### src/rtl/ps2_kbd_tx.sv
// ps2_kbd_tx: FIFO-buffered PS/2 device-to-host keyboard frame transmitter.
// Define PS2_ERR_INJECT_EN to store err_i per entry and send that frame with inverted parity.
module ps2_kbd_tx #(
    parameter int CLK_DIV    = 2000,
    parameter int GAP_CYCLES = 100,
    parameter int FIFO_DEPTH = 8
) (
    input  logic       clk,
    input  logic       reset_n_i,
    input  logic [7:0] code_i,
    input  logic       strobe_i,
    input  logic       err_i,
    output logic       ps2_clk_o,
    output logic       ps2_data_o,
    output logic       busy_o,
    output logic       overflow_o
);
`ifdef PS2_ERR_INJECT_EN
    localparam int W = 9;
`else
    localparam int W = 8;
`endif
    localparam int AW   = $clog2(FIFO_DEPTH);
    localparam int CMAX = (CLK_DIV > GAP_CYCLES) ? CLK_DIV : GAP_CYCLES;
    localparam int CW   = $clog2(CMAX + 1);

    typedef enum logic [1:0] {IDLE, BIT_HI, BIT_LO, GAP} state_e;

    logic [W-1:0]  mem_q [FIFO_DEPTH];
    logic [AW:0]   wp_q, wp_d, rp_q, rp_d;
    logic [W-1:0]  din, dout;
    logic          empty, full, push, pop, parity, cnt_hit, gap_hit;
    state_e        state_q, state_d;
    logic [CW-1:0] cnt_q, cnt_d;
    logic [3:0]    idx_q, idx_d;
    logic [10:0]   frame_q, frame_d;
    logic          clk_q, clk_d, data_q, data_d, busy_q, busy_d, ovf_q, ovf_d;

`ifdef PS2_ERR_INJECT_EN
    assign din    = {err_i, code_i};
    assign parity = (~^dout[7:0]) ^ dout[8];
`else
    logic unused_err;
    assign unused_err = err_i;
    assign din    = code_i;
    assign parity = ~^dout[7:0];
`endif

    assign empty   = wp_q == rp_q;
    assign full    = (wp_q[AW-1:0] == rp_q[AW-1:0]) && (wp_q[AW] != rp_q[AW]);
    assign dout    = mem_q[rp_q[AW-1:0]];
    assign cnt_hit = cnt_q == CW'(CLK_DIV - 1);
    assign gap_hit = cnt_q == CW'(GAP_CYCLES - 1);

    // A pending entry is popped from IDLE or straight out of the gap, so back-to-back frames are spaced by exactly the gap.
    assign pop  = !empty && (state_q == IDLE || (state_q == GAP && gap_hit));
    assign push = strobe_i && (!full || pop);

    always_comb begin
        state_d = state_q;
        cnt_d   = cnt_q + CW'(1);
        idx_d   = idx_q;
        frame_d = frame_q;
        case (state_q)
            IDLE:   cnt_d = '0;
            BIT_HI: if (cnt_hit) begin
                state_d = BIT_LO;
                cnt_d   = '0;
            end
            BIT_LO: if (cnt_hit) begin
                cnt_d   = '0;
                state_d = (idx_q == 4'd10) ? GAP : BIT_HI;
                idx_d   = (idx_q == 4'd10) ? idx_q : idx_q + 4'd1;
            end
            default: if (gap_hit) begin
                cnt_d   = '0;
                state_d = IDLE;
            end
        endcase
        if (pop) begin
            state_d = BIT_HI;
            cnt_d   = '0;
            idx_d   = '0;
            frame_d = {1'b1, parity, dout[7:0], 1'b0};
        end
    end

    always_comb begin
        wp_d   = wp_q + (AW + 1)'(push);
        rp_d   = rp_q + (AW + 1)'(pop);
        ovf_d  = ovf_q | (strobe_i & full & ~pop);
        clk_d  = state_q != BIT_LO;
        data_d = (state_q == BIT_HI || state_q == BIT_LO) ? frame_q[idx_q] : 1'b1;
        busy_d = strobe_i | ~empty | (state_q != IDLE);
    end

    always_ff @(posedge clk) begin
        if (push)
            mem_q[wp_q[AW-1:0]] <= din;
    end

    always_ff @(posedge clk or negedge reset_n_i) begin
        if (!reset_n_i) begin
            state_q <= IDLE;
            cnt_q   <= '0;
            idx_q   <= '0;
            frame_q <= '1;
            wp_q    <= '0;
            rp_q    <= '0;
            clk_q   <= 1'b1;
            data_q  <= 1'b1;
            busy_q  <= 1'b0;
            ovf_q   <= 1'b0;
        end else begin
            state_q <= state_d;
            cnt_q   <= cnt_d;
            idx_q   <= idx_d;
            frame_q <= frame_d;
            wp_q    <= wp_d;
            rp_q    <= rp_d;
            clk_q   <= clk_d;
            data_q  <= data_d;
            busy_q  <= busy_d;
            ovf_q   <= ovf_d;
        end
    end

    assign ps2_clk_o  = clk_q;
    assign ps2_data_o = data_q;
    assign busy_o     = busy_q;
    assign overflow_o = ovf_q;
endmodule

### config.mk
export PLATFORM = sky130hd
export DESIGN_NAME = ps2_kbd_tx
export DESIGN_NICKNAME = d
export VERILOG_FILES = /design/src/rtl/ps2_kbd_tx.sv
export SDC_FILE = /design/constraint.sdc
export NUM_CORES = 1
export LEC_CHECK = 0
export ABC_AREA = 1
export BUFFER_PORTS_ARGS = -buffer_cell sky130_fd_sc_hd__buf_2
export CAP_MARGIN = 20
export CORE_MARGIN = 2
export CORE_UTILIZATION = 50
export DETAILED_ROUTE_END_ITERATION = 16
export PLACE_DENSITY = 0.77
export REMOVE_ABC_BUFFERS = 1
export SYNTH_ARGS = -nofsm -noshare
export SYNTH_HDL_FRONTEND = slang
export SYNTH_SLANG_ARGS = --single-unit
export TNS_END_PERCENT = 10
### constraint.sdc
create_clock -name clk -period 2.25 [get_ports clk]
set_input_delay 0.225 -clock clk [delete_from_list [all_inputs] [get_ports clk]]
set_output_delay 0.225 -clock clk [all_outputs]
set_load 0.005 [all_outputs]
## After elaboration in Yosys (flattened, before gate mapping)

Memory sizes are Yosys's and may differ from the RTL's.
Cells that the tools add are included.

- Input bits: 12
- Memories kept: 1
- Bits in registers: 39
- RAM bits: 64
- Word-level logic and storage cells: 74

Memory list:

| memory | depth | bits a word | rd ports | clocked after memory_dff | wr ports | line | text |
|---|---|---|---|---|---|---|---|
| mem_q | 8 | 8 | 1 | 0 | 1 | 29 | `logic [W-1:0] mem_q [FIFO_DEPTH];` |

- Magnitude comparators: 1
- Reductions and logical operators: 18
- Bitwise gates (word level): 7
- Add/sub/neg operators: 4
- Mux-type cells: 19
- Equality and inequality tests: 14

Operators by type and width:

| cell | number |
|---|---|
| 2-to-1 mux 11 bit | 3 |
| one-hot mux 11 bit (2 select lines) | 1 |
| 2-to-1 mux 4 bit | 4 |
| adder 11 x 1 -> 11 bit, second input constant | 1 |
| == test 11 bit, second input constant | 1 |
| == test 11 x 7 -> 1 bit, second input constant | 1 |
| 2-to-1 mux 2 bit | 5 |
| adder 4 x 1 -> 4 bit | 2 |
| XNOR reduction 8 bit | 1 |
| inequality test 2 bit, second input constant | 3 |
| inequality test 3 bit, second input constant | 2 |
| one-hot mux 2 bit (3 select lines) | 1 |
| nonzero test 2 bit | 3 |
| < comparator 4 x 5 -> 1 bit, second input constant | 1 |
| adder 4 x 1 -> 4 bit, second input constant | 1 |
| binary-select mux 1 bit (select 4 bit) | 1 |
| == test 2 bit, second input constant | 2 |
| == test 4 bit | 1 |
| == test 4 bit, second input constant | 1 |
| logical AND 1 bit | 4 |
| 2-to-1 mux 1 bit | 4 |
| AND reduction 4 bit | 1 |
| nonzero test 4 bit | 1 |
| == test 3 bit | 1 |
| 10 further kinds | 17 |

## Depth between registers and ports, before layout

Gate-level depths: netlist (run 1).

- Word-level depth: 8
- Gate-level depth with buffers: 16
- Mapped depth without buffers: 14

## Worst setup path before layout (run 1)

No wires, ideal clock.

- Kind: register to register
- Start point: register cnt_q[0]
- End point: memory mem_q[0][0], enable pin
- Period minus slack after synthesis: 2,048 ps
- Setup slack: 202 ps
- Arrival time: 1,678 ps
- Required time: 1,880 ps
- Cell stages (with the launch flop): 10
- Cell sequence: dfrtp_1 > ha_1 > nand3_1 > nor2_1 > nand3_1 > nand2_1 > nor3b_1 > nor2_1 > nand2_1 > nor2_1

- Word-level cells in the longest chain between the ends: 8

Ends and longest elaborated chain:

| element | line | text |
|---|---|---|
| start, declared | 34 | `logic [CW-1:0] cnt_q, cnt_d;` |
| start signal, assigned | 116 | `cnt_q <= cnt_d;` |
| == test 11 x 7 -> 1 bit | 53 | `assign gap_hit = cnt_q == CW'(GAP_CYCLES - 1);` |
| logical AND 1 bit | 56 | `assign pop = !empty && (state_q == IDLE \|\| (state_q == GAP && gap_hit));` |
| logical OR 1 bit | 56 |  |
| logical AND 1 bit | 56 |  |
| logical OR 1 bit | 57 | `assign push = strobe_i && (!full \|\| pop);` |
| logical AND 1 bit | 57 |  |
| 2-to-1 mux 1 bit | 98 | `if (push)` |
| 2-to-1 mux 1 bit (not written as such) | 99 | `mem_q[wp_q[AW-1:0]] <= din;` |
| end, declared | 29 |  |

Every way passes these cells.

## Final worst setup path (run 1)

- Start point: register cnt_q[0]
- End point: memory mem_q[0][1], enable pin

The elaborated chain is that of the path after synthesis.

==> results of run 1 <==
## metrics by stage
stage	TNS (ns)	power (uW)	hold slack, ns	std cells
final	0	7000	0.0909	715
after global routing	-0.296	7600	0.0796	715
after CTS	0	7020	0.0766	715
after detailed placement	0	5880	0.372	698
after global placement	0	5730	0.360	698
after floorplan	-2.55	4940	-0.0706	537
## layout by cell type, fill, tap and decap left out, types with 3 or more instances in the layout
cell | synthesis | final
nor3_1 | 5 | 5
buf_4 | 3 | 13
nand2_1 | 180 | 180
edfxtp_1 | 64 | 64
nand4_1 | 3 | 3
dfstp_2 | 12 | 12
buf_2 | 3 | 14
ha_1 | 11 | 11
xnor2_1 | 4 | 4
a21oi_1 | 4 | 4
o21ai_2 | 3 | 3
dfrtp_1 | 27 | 27
xor2_1 | 8 | 8
inv_1 | 83 | 83
clkbuf_8 | 0 | 9
nand3_1 | 52 | 52
nor2_1 | 41 | 40
o21ai_0 | 15 | 15
## cells by family after synthesis
logic type,share of synthesized area [%]
AOI/OAI and AO/OA,3.87
xor gates and xnor gates,2.07
adders and majority gates,2.71
buffers and inverters,9.71
DFF,57.4
and+or+nand+nor,24.2
## worst max path at each step
stage                     slack, ns      from           to  cells after the start
after floorplan               -0.04   rp_q[0]  mem_q[0][0]                      7
after global placement         0.19  cnt_q[0]  mem_q[0][4]                     10
after detailed placement       0.12  cnt_q[0]  mem_q[0][1]                     10
after CTS                      0.08  cnt_q[0]  mem_q[0][1]                     10
after global routing          -0.01  cnt_q[0]  mem_q[4][3]                     10
final                          0.15  cnt_q[0]  mem_q[0][1]                     10
## registers in the layout, indices dropped and copies added (netlist names)
name and count:
cnt_q 11, state_q 2, mem_q 64, busy_o 1, frame_q 10, idx_q 4, wp_q 4, ps2_clk_o 1
ps2_data_o 1, overflow_o 1, rp_q 4
## repair_timing
action,CTS,global route
setup buffers,0,0
hold buffers,1,0
resized for setup,0,2
endpoints found under the setup margin,0,65
endpoints found under the hold margin,27,0
## routing by layer
metal  global-route usage (%)  part of all wire [%]
met5                        0                     0
met2                     31.9                    50
met4                     8.19                   2.6
met1                     22.0                    42
met3                     4.80                   5.1
## layout make-up
| cell class | instances | area, um^2 | area share, % |
|---|---|---|---|
| Timing Repair Buffer | 29 | 198 | 3.60 |
| Inverter | 88 | 338 | 6.16 |
| Clock inverter | 6 | 66.3 | 1.21 |
| Sequential cell | 103 | 2910 | 53.1 |
| Clock buffer | 10 | 128 | 2.33 |
| Tap cell | 133 | 166 | 3.03 |
| Multi-Input combinational cell | 346 | 1680 | 30.6 |
## report_power, final
group	switching, uW	internal [uW]
sequential	222	2510
combinational	2080	1060
clock	611	520
total	2920	4090
==> summary.md, run 1 <==
| Metric | Value |
|---|---|
| Outcome | `complete, no violations` |
| Die X | `105 um` |
| Clock Sink Count | `103` |
| Max Slew Vio Count | `0` |
| Cell-by-cell trace of the critical path | `ha_1 > nand3_1 > nor2_1 > nand3_1 > nand2_1 > nor3b_2 > nor2_2 > nand2_1 > nor2_1 > buf_4` |
| Die area | `0.0110 mm^2` |
| Rows | `36` |
| Pre-CTS setup slack | `0.116 ns` |
| # DRC | `0` |
| Final-report setup violation count | `0` |
| Power density of the placed cells | `1280 mW/mm^2` |
| Mapped Cells | `554` |
| CTS H-tree lvls | `3` |
| Leading cell type by number of instances after synthesis | `nand2_1` |
| Main synth FF type | `edfxtp_1` |
| Most instantiated cells after synthesis | `nand2_1, inv_1, edfxtp_1, nand3_1, nor2_1` |
| Max VDD drop | `0.637 mV` |
| Worst Hold End | `overflow_o` |
| Critical path arrival | `2.18 ns` |
| Mapped Area | `0.00507 mm^2` |
| WS Path Type | `reg -> reg` |
| Filler cells | `890` |
| Clk_skew | `0.00916 ns` |
| Initial core utilization | `51.7%` |
| R2R cell count | `10` |
| Layout cells sized above 1 | `12.7%` |
| Syn Area/Cell | `9.16 um^2` |
| Top cell type's share of synthesized area | `37.9%` |
| Yosys warns | `0` |
| Final Hold Fails | `0` |
| Cell taking the most area after synthesis | `edfxtp_1` |
| Slew @ Worst Pin | `0.843 ns` |
| Min Tclk post-route | `2.10 ns` |
| Clk root buf | `clkbuf_8` |
| Final core area utilization | `55.9%` |
| Synth cell types | `41` |
| Startpoint types | `flip-flop` |
| Unrepaired setup endpoints after global routing | `true` |
| Delay-heaviest family, CP | `simple AND/OR/NAND/NOR gates` |
| Drt pass-1 iters | `4` |
| Port bufs | `14` |
| Final WL | `9.56 mm` |
| Dpl cell area | `0.00527 mm^2` |
| Fin worst setup slack | `0.152 ns` |
| Synth Register Bits | `103` |
| P&R area growth vs syn | `8.09%` |
| First-iteration detailed-routing DRC count | `254` |
| GRT Residual Overflow | `0` |
| CTS clock-pin slew for the worst setup and hold paths | `0.09 ns` |
| Worst setup EP type | `flip-flop` |
| Pleak | `0.00252 uW` |
| Reg2Reg Capture Point | `mem_q[0][1]` |
| Clock Tree Buf Depth | `2` |
| Routed Antenna Nets | `0` |
| R2R Setup Slk | `0.15 ns` |
| Hold Path Stages | `2` |
| Hold crit path type | `in -> reg` |
| Crit share post-route | `93.2%` |
| Num ports | `16` |
| Total Routing Usage GR | `18.6%` |
| Die Ht | `105 um` |
| Ant diodes | `0` |
| CP Max Fanout | `8` |
| First-pass GRT wire length | `15.7 mm` |
| Initial antenna violation count | `0` |
| Worst r2r src | `cnt_q[0]` |
| Vias in the first global route | `3,388` |
| Routed vias/inst | `4.96` |
| Wire per inst | `13.4 um` |
| Finished Cell Area | `0.00549 mm^2` |
| Crit-path slowest cell | `dfrtp_1` |
| Synth area leaders | `edfxtp_1, dfrtp_1, nand2_1` |
| DR vias | `3,547` |
| GP Congestion | `0.884` |
| Core Footprint | `0.00982 mm^2` |
| Fmax achieved | `477 MHz` |
| Asr flop ratio synth | `37.9%` |
| CP max stage delay | `0.40 ns` |
| Clk_lat worst skew | `0.37 ns` |
| Nets | `600` |
| Rel. slew slack | `43.8%` |
| EDFF count, synth | `64` |
| CTS tree | `built` |
| Pin count of the biggest net entering global routing | `40` |
| Cts bufs inserted | `9` |
| Max cap viols | `0` |
| Worst path required time | `2.33 ns` |
| Hpwl dp | `6.66 mm` |
| Worst path bufs/invs | `1` |
| HP Start | `strobe_i` |
| Register area share after synthesis | `57.4%` |
No activity file was read; power rests on OpenSTA's default activity.
==> run 2, diff against run 1 <==
--- a/config.mk
+++ b/config.mk
@@ -8,10 +8,11 @@
 export ABC_AREA = 1
 export BUFFER_PORTS_ARGS = -buffer_cell sky130_fd_sc_hd__buf_2
 export CAP_MARGIN = 20
-export CORE_MARGIN = 2
-export CORE_UTILIZATION = 50
+export CORE_MARGIN = 3
+export CORE_UTILIZATION = 55
 export DETAILED_ROUTE_END_ITERATION = 16
-export PLACE_DENSITY = 0.77
+export PLACE_DENSITY = 0.83
+export RECOVER_POWER = 100
 export REMOVE_ABC_BUFFERS = 1
 export SYNTH_ARGS = -nofsm -noshare
 export SYNTH_HDL_FRONTEND = slang
==> summary.md, run 2 (synthesis gave the netlist of run 1 again) <==
| Metric | Value |
|---|---|
| Outcome | `complete, no violations` |
| Most common cell after layout, fill and taps aside | `nand2_1` |
| Most frequent cells in the layout | `nand2_1, inv_1, edfxtp_1` |
| Min Tclk post-route | `2.12 ns (+0.0250 ns)` |
| Routed Antenna Nets | `0 (unchanged)` |
| Filler cells | `731 (-18%)` |
| Hold Slack | `0.0793 ns (-0.0116 ns)` |
| Fmax achieved | `471 MHz (-1.2%)` |
| R2R cell count | `10 (unchanged)` |
| Pin count of the biggest net entering global routing | `40 (unchanged)` |
| Hold crit path type | `in -> reg` |
| Max cap viols | `0 (unchanged)` |
| Die Ht | `102 um (-2.6%)` |
| Wire per inst | `14.1 um (+5.7%)` |
| Port bufs | `14 (unchanged)` |
| Initial core utilization | `57.4% (+5.7 points)` |
| # DRC | `0 (unchanged)` |
| Worst path required time | `2.34 ns (about the same)` |
| Power density of the placed cells | `1300 mW/mm^2 (+2.0%)` |
| Pleak | `0.00251 uW (-0.37%)` |
| Finished Cell Area | `0.00547 mm^2 (-0.34%)` |
| Vias in the first global route | `3,564 (+5.2%)` |
| Drt pass-1 iters | `5 (+1)` |
| Clock Tree Buf Depth | `2 (unchanged)` |
| Worst setup EP type | `flip-flop` |
| GRT Residual Overflow | `0 (unchanged)` |
| WS Path Type | `reg -> reg` |
| Final-report setup violation count | `0 (unchanged)` |
| Sequential fraction of design power | `38.4% (-0.6 points)` |
| Clock share of power | `17.5% (+1.3 points)` |
| Clk root buf | `clkbuf_8` |
| Die X | `102 um (-2.6%)` |
| Final WL | `9.72 mm (+1.7%)` |
| Rel. slew slack | `39.1% (-4.6 points)` |
| Startpoint types | `flip-flop` |
| Cts bufs inserted | `9 (unchanged)` |
| Layout cells sized above 1 | `11.2% (-1.5 points)` |
| Max Slew Vio Count | `0 (unchanged)` |
| Clk_skew | `0.0148 ns (+0.00567 ns)` |
| CTS tree | `built` |
| Clock Sink Count | `103 (unchanged)` |
| Hold Path Stages | `2 (unchanged)` |
| Sw power | `3020 uW (+3.5%)` |
| DR vias | `3,585 (+1.1%)` |
| Ant diodes | `0 (unchanged)` |
| CTS H-tree lvls | `3 (unchanged)` |
| Die area | `0.0104 mm^2 (-5.1%)` |
| Num ports | `16 (unchanged)` |
| Switching Fraction | `42.4% (+0.73 points)` |
| Initial antenna violation count | `0 (unchanged)` |
| Int Pwr | `4100 uW (+0.41%)` |
| First-iteration detailed-routing DRC count | `248 (-2.4%)` |
| Critical path arrival | `2.21 ns (+0.03 ns)` |
| Combinational Power Share | `44.1% (-0.8 points)` |
| Slew @ Worst Pin | `0.913 ns (+0.0696 ns)` |
| Total Routing Usage GR | `20.2% (+1.6 points)` |
| Crit share post-route | `94.3% (+1.1 points)` |
| Dpl cell area | `0.00523 mm^2 (-0.88%)` |
| P&R area growth vs syn | `7.72%` |
| Nets | `598 (-0.33%)` |
| Core Footprint | `0.00885 mm^2 (-9.9%)` |
| Final Hold Fails | `0 (unchanged)` |
| Fin worst setup slack | `0.127 ns (-0.0250 ns)` |
| Final core area utilization | `61.8% (+5.9 points)` |
| Clk_lat worst skew | `0.38 ns (about the same)` |
| Max VDD drop | `0.664 mV (+4.3%)` |
| Hpwl dp | `6.84 mm (+2.7%)` |
| Rows | `34 (-5.6%)` |
| First-pass GRT wire length | `16.1 mm (+2.8%)` |
| Max reg flops | `64 (unchanged)` |
| Pre-CTS setup slack | `0.0128 ns (-0.103 ns)` |
| CTS clock-pin slew for the worst setup and hold paths | `0.11 ns (+0.02 ns)` |
| CP Max Fanout | `8 (unchanged)` |
| Routed vias/inst | `5.21 (+5.0%)` |
| GP Congestion | `0.859 (-2.8%)` |
[run 2: changes by cell type in the layout (fill, tap and decap cells not counted), sizes merged]
cell / delta
clkinv: -1
inv: +3
clkbuf: +9
clkinvlp: -1
buf: -12
[run 2: path summary, 6_finish.rpt]
check,startpoint,to,slack (ns)
max in group asynchronous,reset_n_i,rp_q[1],1.18
max reg2reg,cnt_q[0],mem_q[7][3],0.13
max,cnt_q[0],mem_q[7][3],0.13
min,strobe_i,overflow_o,0.08
min reg2reg,overflow_o,overflow_o,0.48
min in group asynchronous,reset_n_i,cnt_q[6],0.50
[run 2: power by group through the flow]
| stage | clock [uW] | sequential, uW | combinational [uW] |
|---|---|---|---|
| after floorplan | 0 | 2840 | 2100 |
| after global placement | 0 | 2750 | 2950 |
| after detailed placement | 0 | 2770 | 3060 |
| after CTS | 1270 | 2730 | 3110 |
| after global routing | 1340 | 2780 | 3610 |
| final | 1250 | 2730 | 3140 |
[run 2: per-layer routing]
metal / routed length [um] / part of all wire (%) / track usage (%)
met1: 4030 / 41 / 24.0
met2: 4850 / 50 / 35.1
met3: 500 / 5.1 / 3.96
met4: 331 / 3.4 / 9.89
met5: 0 / 0 / 0
[run 2: timing repair]
| item | in CTS | in global routing |
|---|---|---|
| pin swaps | 1 | 1 |
| endpoints found under the setup margin | 64 | 66 |
| resized for setup | 2 | 4 |
| hold buffers | 1 | 0 |
| endpoints found under the hold margin | 27 | 0 |
| setup buffers | 0 | 0 |
[run 2: layout make-up]
| type | count | area [um^2] | area share [%] |
|---|---|---|---|
| inverter | 88 | 338 | 6.18 |
| tap | 108 | 135 | 2.47 |
| multi-input combinational | 346 | 1690 | 30.9 |
| clock buffer | 9 | 124 | 2.27 |
| timing repair buffer | 27 | 171 | 3.14 |
| sequential | 103 | 2910 | 53.3 |
| clock inverter | 7 | 95.1 | 1.74 |
[run 2: worst max-delay path: stages (launching register included)]
cell	delay, ns
dfrtp_1	0.41
ha_1	0.23
nand3_1	0.11
nor2_1	0.10
nand3_1	0.12
nand2_1	0.19
nor3b_4	0.08
nor2_4	0.16
nand2_2	0.13
nor2_1	0.12
buf_4	0.18
[run 2: per-stage QoR]
stage	instances	setup TNS (ns)	total power, uW
3_5_place_dp	671	0	5830
6_report	688	0	7120
5_1_grt	688	-0.319	7720
2_1_floorplan	537	-2.55	4940
4_1_cts	688	0	7110
3_3_place_gp	671	0	5700
